==> config.mk <==
export PLATFORM = sky130hd
export DESIGN_NAME = stdout_uart_tx_flat
export DESIGN_NICKNAME = d
export VERILOG_FILES = /design/src/rtl/stdout_uart_tx_pkg.sv /design/src/rtl/stdout_uart_tx_if.sv /design/src/rtl/stdout_uart_tx_fifo.sv /design/src/rtl/stdout_uart_tx.sv /design/src/flat_wrapper.sv
export SDC_FILE = /design/constraint.sdc
export NUM_CORES = 1
export LEC_CHECK = 0
export ABC_AREA = 1
export CAP_MARGIN = 20
export CORE_ASPECT_RATIO = 0.75
export CORE_MARGIN = 2
export CORE_UTILIZATION = 50
export DETAILED_ROUTE_END_ITERATION = 7
export PLACE_DENSITY = 0.75
export SYNTH_ARGS = -nofsm -noshare
export SYNTH_HDL_FRONTEND = slang
export SYNTH_SLANG_ARGS = --single-unit
==> constraint.sdc <==
create_clock -name clk -period 2.3 [get_ports clk]
set_clock_uncertainty 0.15 [all_clocks]
set_input_delay 0.46 -clock clk [delete_from_list [all_inputs] [get_ports clk]]
set_output_delay 0.46 -clock clk [all_outputs]
set_load 0.03 [all_outputs]
==> src/rtl/stdout_uart_tx_pkg.sv <==
// Shared types and defaults for the stdout UART transmitter.
// Define STDOUT_UART_PARITY_EN to add the PARITY state to the FSM encoding.
package stdout_uart_tx_pkg;

   localparam int DEFAULT_CLKS_PER_BIT      = 868;
   localparam int DEFAULT_STDOUT_FIFO_DEPTH = 8;

   typedef enum logic [2:0] {
      ST_IDLE,
      ST_START,
      ST_DATA,
`ifdef STDOUT_UART_PARITY_EN
      ST_PARITY,
`endif
      ST_STOP
   } tx_state_e;

endpackage

==> src/rtl/stdout_uart_tx_if.sv <==
// Byte write handshake between the core's stdout instruction and the UART buffer.
interface stdout_uart_tx_if;
   logic       stdout_write_enable;
   logic [7:0] stdout_data;
   logic       stdout_ready;

   modport master (output stdout_write_enable, output stdout_data, input stdout_ready);
   modport slave  (input stdout_write_enable, input stdout_data, output stdout_ready);
endinterface

==> src/rtl/stdout_uart_tx_fifo.sv <==
// stdout_fifo: circular byte buffer with wrap-bit pointers and a registered full flag.
module stdout_fifo
   import stdout_uart_tx_pkg::*;
#(
   parameter int DEPTH = DEFAULT_STDOUT_FIFO_DEPTH,
   parameter int WIDTH = 8
) (
   input  logic             clk,
   input  logic             rstn,
   input  logic             push,
   input  logic [WIDTH-1:0] push_data,
   input  logic             pop,
   output logic [WIDTH-1:0] pop_data,
   output logic             full,
   output logic             empty
);
   localparam int AW = $clog2(DEPTH);

   logic [AW:0]      wr_ptr_q, wr_ptr_d;
   logic [AW:0]      rd_ptr_q, rd_ptr_d;
   logic             full_q, full_d;
   logic             push_ok, pop_ok;
   logic [WIDTH-1:0] mem_q [DEPTH];

   assign empty    = (wr_ptr_q == rd_ptr_q);
   assign full     = full_q;
   assign pop_data = mem_q[rd_ptr_q[AW-1:0]];

   always_comb begin
      push_ok  = push & ~full_q;
      pop_ok   = pop & ~empty;
      wr_ptr_d = wr_ptr_q + (AW+1)'(push_ok);
      rd_ptr_d = rd_ptr_q + (AW+1)'(pop_ok);
      // Full is computed from the next pointers so the flag itself can be a flop.
      full_d   = (wr_ptr_d[AW] != rd_ptr_d[AW]) &&
                 (wr_ptr_d[AW-1:0] == rd_ptr_d[AW-1:0]);
   end

   always_ff @(posedge clk or negedge rstn) begin
      if (!rstn) begin
         wr_ptr_q <= '0;
         rd_ptr_q <= '0;
         full_q   <= 1'b0;
      end else begin
         wr_ptr_q <= wr_ptr_d;
         rd_ptr_q <= rd_ptr_d;
         full_q   <= full_d;
      end
   end

   always_ff @(posedge clk) begin
      if (push_ok) mem_q[wr_ptr_q[AW-1:0]] <= push_data;
   end

endmodule

==> src/rtl/stdout_uart_tx.sv <==
// stdout_uart_tx: buffered 8N1 UART transmitter fed by the core's stdout instruction.
// Define STDOUT_UART_PARITY_EN to send an even-parity bit between data and stop.
module stdout_uart_tx
   import stdout_uart_tx_pkg::*;
#(
   parameter int CLKS_PER_BIT = DEFAULT_CLKS_PER_BIT,
   parameter int FIFO_DEPTH   = DEFAULT_STDOUT_FIFO_DEPTH
) (
   input  logic            clk,
   input  logic            rstn,
   stdout_uart_tx_if.slave bus,
   output logic            txd,
   output logic            busy
);
   localparam int CNT_W = $clog2(CLKS_PER_BIT);

   tx_state_e  state_q, state_d;
   logic [CNT_W-1:0] baud_q, baud_d;
   logic [2:0] bit_idx_q, bit_idx_d;
   logic [7:0] shreg_q, shreg_d;
   logic       txd_q, txd_d;
   logic       busy_q, busy_d;
   logic       push, pop, fifo_full, fifo_empty, baud_last, line;
   logic [7:0] fifo_head;

   assign push             = bus.stdout_write_enable & ~fifo_full;
   assign bus.stdout_ready = ~fifo_full;
   assign baud_last        = (baud_q == CNT_W'(CLKS_PER_BIT - 1));
   assign txd              = txd_q;
   assign busy             = busy_q;

   stdout_fifo #(.DEPTH(FIFO_DEPTH), .WIDTH(8)) u_fifo (
      .clk       (clk),
      .rstn      (rstn),
      .push      (push),
      .push_data (bus.stdout_data),
      .pop       (pop),
      .pop_data  (fifo_head),
      .full      (fifo_full),
      .empty     (fifo_empty)
   );

   always_comb begin
      state_d   = state_q;
      baud_d    = baud_q + CNT_W'(1);
      bit_idx_d = bit_idx_q;
      shreg_d   = shreg_q;
      pop       = 1'b0;
      line      = 1'b1;
      case (state_q)
         ST_IDLE: begin
            baud_d = '0;
            if (!fifo_empty) begin
               pop     = 1'b1;
               shreg_d = fifo_head;
               state_d = ST_START;
            end
         end
         ST_START: begin
            line = 1'b0;
            if (baud_last) begin
               baud_d    = '0;
               bit_idx_d = '0;
               state_d   = ST_DATA;
            end
         end
         ST_DATA: begin
            // The byte stays intact so parity can be taken from it afterwards.
            line = shreg_q[bit_idx_q];
            if (baud_last) begin
               baud_d    = '0;
               bit_idx_d = bit_idx_q + 3'd1;
               if (bit_idx_q == 3'd7) begin
`ifdef STDOUT_UART_PARITY_EN
                  state_d = ST_PARITY;
`else
                  state_d = ST_STOP;
`endif
               end
            end
         end
`ifdef STDOUT_UART_PARITY_EN
         ST_PARITY: begin
            line = ^shreg_q;
            if (baud_last) begin
               baud_d  = '0;
               state_d = ST_STOP;
            end
         end
`endif
         ST_STOP: begin
            if (baud_last) begin
               baud_d  = '0;
               state_d = ST_IDLE;
            end
         end
         default: begin
            baud_d  = '0;
            state_d = ST_IDLE;
         end
      endcase
      txd_d  = line;
      // Registered alongside txd so busy stays high until the stop bit has left the pin.
      busy_d = (state_q != ST_IDLE) || !fifo_empty || push;
   end

   always_ff @(posedge clk or negedge rstn) begin
      if (!rstn) begin
         state_q   <= ST_IDLE;
         baud_q    <= '0;
         bit_idx_q <= '0;
         shreg_q   <= '0;
         txd_q     <= 1'b1;
         busy_q    <= 1'b0;
      end else begin
         state_q   <= state_d;
         baud_q    <= baud_d;
         bit_idx_q <= bit_idx_d;
         shreg_q   <= shreg_d;
         txd_q     <= txd_d;
         busy_q    <= busy_d;
      end
   end

endmodule

==> src/flat_wrapper.sv <==
// flat-port wrapper written by rule: the top's interface ports become plain ports
module stdout_uart_tx_flat import stdout_uart_tx_pkg::*;
#(
   parameter int CLKS_PER_BIT = DEFAULT_CLKS_PER_BIT,
   parameter int FIFO_DEPTH   = DEFAULT_STDOUT_FIFO_DEPTH
)
  (clk, rstn, txd, busy, bus_stdout_write_enable, bus_stdout_data, bus_stdout_ready);
  stdout_uart_tx_if bus_i ();
  input  logic clk;
  input  logic rstn;
  output logic txd;
  output logic busy;
  input wire logic [$bits(bus_i.stdout_write_enable)-1:0] bus_stdout_write_enable;
  input wire logic [$bits(bus_i.stdout_data)-1:0] bus_stdout_data;
  output wire logic [$bits(bus_i.stdout_ready)-1:0] bus_stdout_ready;
  assign bus_i.stdout_write_enable = bus_stdout_write_enable;
  assign bus_i.stdout_data = bus_stdout_data;
  assign bus_stdout_ready = bus_i.stdout_ready;
  stdout_uart_tx #(.CLKS_PER_BIT(CLKS_PER_BIT), .FIFO_DEPTH(FIFO_DEPTH)) u_core (.clk(clk), .rstn(rstn), .bus(bus_i), .txd(txd), .busy(busy));
endmodule
==> run summary <==
Status -> complete, no violations
Data required, critical path -> 2.42 ns
Routed vias/inst -> 5.37
Skew-Pair Late Insertion Delay -> 0.34 ns
Synth Area in Compound Gates -> 0.0873
Seq. cell area -> 2770 um2
Grt total ovfl -> 0
FF-to-FF End -> u_core.u_fifo.full
Final Critical Period -> 2.19 ns
Leakage -> 1.94 nW
Clock power frac -> 0.362
R2r setup slk -> 0.11 ns
Die height -> 84.5 um
Via count -> 2,891
Slew HR -> 0.708
Final nets -> 449
Int Pwr -> 3.31 mW
Synth Area in Adders -> 0.0377
Worst slew pin tran -> 0.438 ns
Worst r2r src -> u_core.state_q[1]
CTS tree -> built
Antenna diodes -> 0
Residual DRC -> 0
1st-pass router iterations -> 4
Wirelength per Cell -> 15.6 um
Dpl cell area -> 4640 um2
Largest family of logic cells by synthesized area -> simple AND/OR/NAND/NOR gates
Mux cell area share after synthesis -> 0
CTS Sinks -> 98
Worst hold start -> u_core.baud_q[0]
Endpoints failing setup -> 0
Post-route ant nets -> 0
Seq/Total Area, Yosys -> 0.643
Synth Cell Area -> 4320 um2
Vias in the first global route -> 2,750
Synth Area in XOR/XNOR -> 0.0183
CTS clk-pin slew, worst paths -> 0.07 ns
Final hold vios -> 0
Placer Congestion -> 0.816
Comb power frac -> 0.143
Synth Warn # -> 0
WHS Path Cells -> 1
DRT Wirelength -> 8380 um
Die area -> 9400 um2
Yosys reg bits -> 98
Fill cells -> 662
Layout cells sized above 1 -> 0.126
Die X -> 111 um
Port Buffers -> 13
Worst Path Arrival -> 2.31 ns
Area of the core -> 8420 um2
Pwr/cell area -> 897 nW/um2
DRT iter0 DRCs -> 165
Seq pwr share -> 0.494
Total GRT Usage -> 0.191
R2r worst-path depth -> 10
Fin crit share -> 0.952
First-pass GRT wire length -> 13,700 um
Critical Path End Type -> register
Hold Crit Class -> register to register
CTS root buf -> clkbuf_16
Max frequency -> 0.457 GHz
Synthesis-to-finish area growth -> 15.4%
Max-cap violations -> 0
Fin area -> 4980 um2
VDD IR max -> 0.628 mV
Crit Path Class -> register to register
Post-Synthesis Net Count -> 417
Post-Synth Simple-Gate Area -> 0.170
Switch Pwr -> 1.15 mW
CTS Buf Count -> 9
Std cell rows -> 29
Startpoint Class -> register
Final slew viol count -> 0
Hold Path Sink -> u_core.baud_q[0]
H-tree depth -> 3
Num ports -> 14
Switching Fraction -> 0.259
Initial antenna violation count -> 0
Setup total negative slack -> 0 ns
CP max FO -> 5
Syn avg cell area -> 11.0 um2
Syn Inst Count -> 393
Area of the multi-input gates -> 1360 um2
DPL Wire Length -> 5620 um
Largest net degree at the start of global routing -> 35
Clock buffer depth -> 2
Post-synthesis cell type count -> 33
RSZ-0062 raised after global routing -> no
Initial Util -> 0.513
==> timing repair <==
item | in CTS | in global routing
gates resized for setup | 0 | 1
endpoints found under the setup margin | 0 | 1
hold buffers | 0 | 0
buffers inserted | 0 | 1
==> sequential cells by signal, indices dropped and copies added, names as in the netlist <==
register,flops
u_core.u_fifo.mem_q,64
u_core.baud_q,10
u_core.shreg_q,8
u_core.u_fifo.rd_ptr_q,4
u_core.u_fifo.wr_ptr_q,4
u_core.bit_idx_q,3
u_core.state_q,2
u_core.busy,1
u_core.txd,1
u_core.u_fifo.full,1
==> worst max-delay path by stage <==
| stage | start | to | depth (start not counted) |
|---|---|---|---|
| floorplan | u_core.state_q[0] | u_core.u_fifo.full | 10 |
| global placement | bus_stdout_write_enable | u_core.u_fifo.full | 9 |
| detailed placement | bus_stdout_write_enable | u_core.u_fifo.full | 9 |
| CTS | u_core.state_q[0] | u_core.u_fifo.full | 10 |
| global route | u_core.state_q[1] | u_core.u_fifo.full | 10 |
| finish | u_core.state_q[1] | u_core.u_fifo.full | 10 |
==> power by group through the flow <==
stage               registers (mW)  clock network [mW]  logic [mW]
CTS                           2.20                1.65       0.646
finish                        2.21                1.62       0.640
detailed placement            2.24                   0       0.640
global route                  2.22                1.72       0.710
floorplan                     2.21                   0       0.397
global placement              2.23                   0       0.617
==> cells in the mapped netlist, drive strengths merged <==
cell | n | area [um2]
o21ai | 41 | 205
inv | 26 | 100
a21oi | 5 | 36.3
clkinv | 1 | 8.76
buf | 9 | 66.3
clkbuf | 3 | 12.5
dfstp | 1 | 26.3
a211oi | 1 | 7.51
ha | 13 | 163
dfrtp | 33 | 826
nor3 | 2 | 10.0
nor3b | 3 | 22.5
o211ai | 17 | 128
nand2 | 61 | 239
xnor2 | 1 | 8.76
nand4 | 4 | 25.0
edfxtp | 64 | 1920
nor2 | 79 | 312
nand3 | 17 | 103
and3 | 1 | 6.26
or2 | 3 | 18.8
xor2 | 8 | 70.1
==> stage by stage <==
step	hold slack, ns	setup WS (ns)	power, mW	instances	utilization
finish	0.308	0.110	4.46	538	0.591
global route	0.334	0.00635	4.65	538	0.591
CTS	0.309	0.0481	4.49	537	0.590
detailed placement	0.300	0.0622	2.88	521	0.552
global placement	0.297	0.153	2.84	521	0.552
floorplan	0.0144	0.170	2.61	393	-
==> cells by family after synthesis <==
kind of cell               count (synthesis)
and+or+nand+nor                          170
DFF                                       98
AOI/OAI and AO/OA                         64
buffers and inverters                     39
adders and majority gates                 13
xor gates and xnor gates                   9
==> cells in the final DEF (no fill, tap or decap), types with 2 or more instances in the layout <==
master	count
inv_6	2
nor3_1	2
bufinv_16	2
clkbuf_16	9
dfrtp_1	33
buf_4	20
inv_1	22
nand3_1	15
nor3b_1	3
o211ai_1	17
edfxtp_1	64
nand2_1	57
or2_2	2
clkinv_2	2
inv_2	3
xor2_1	8
ha_1	12
nand2_2	4
o21ai_0	41
nor2_1	77
nand4_1	4
clkdlybuf4s50_1	13
a21oi_1	4
nor2_4	2
==> critical path: stages (launching register included) <==
cell and delay (ns):
dfrtp_1 0.43, inv_1 0.12, ha_1 0.19, inv_1 0.09, a21oi_4 0.14, ha_2 0.23, ha_1 0.26, xor2_1 0.16
nor2_1 0.13, nand2_1 0.07, a21oi_1 0.13
==> layer usage <==
layer | global-route usage | vias up | share of wire
li1 | - | 1404 | -
met1 | 0.263 | 1393 | 0.46
met2 | 0.298 | 82 | 0.46
met3 | 0.0462 | 12 | 0.070
met4 | 0.0730 | 0 | 0.015
met5 | 0 | - | 0
==> final cells by class <==
type                       count  area share
tap                          108      0.0271
clock buffer                   9      0.0452
timing repair buffer          33      0.0563
clock inverter                 7      0.0199
multi-input combinational    256       0.272
sequential                    98       0.557
inverter                      27      0.0219
(Power assumes the default switching activity.)
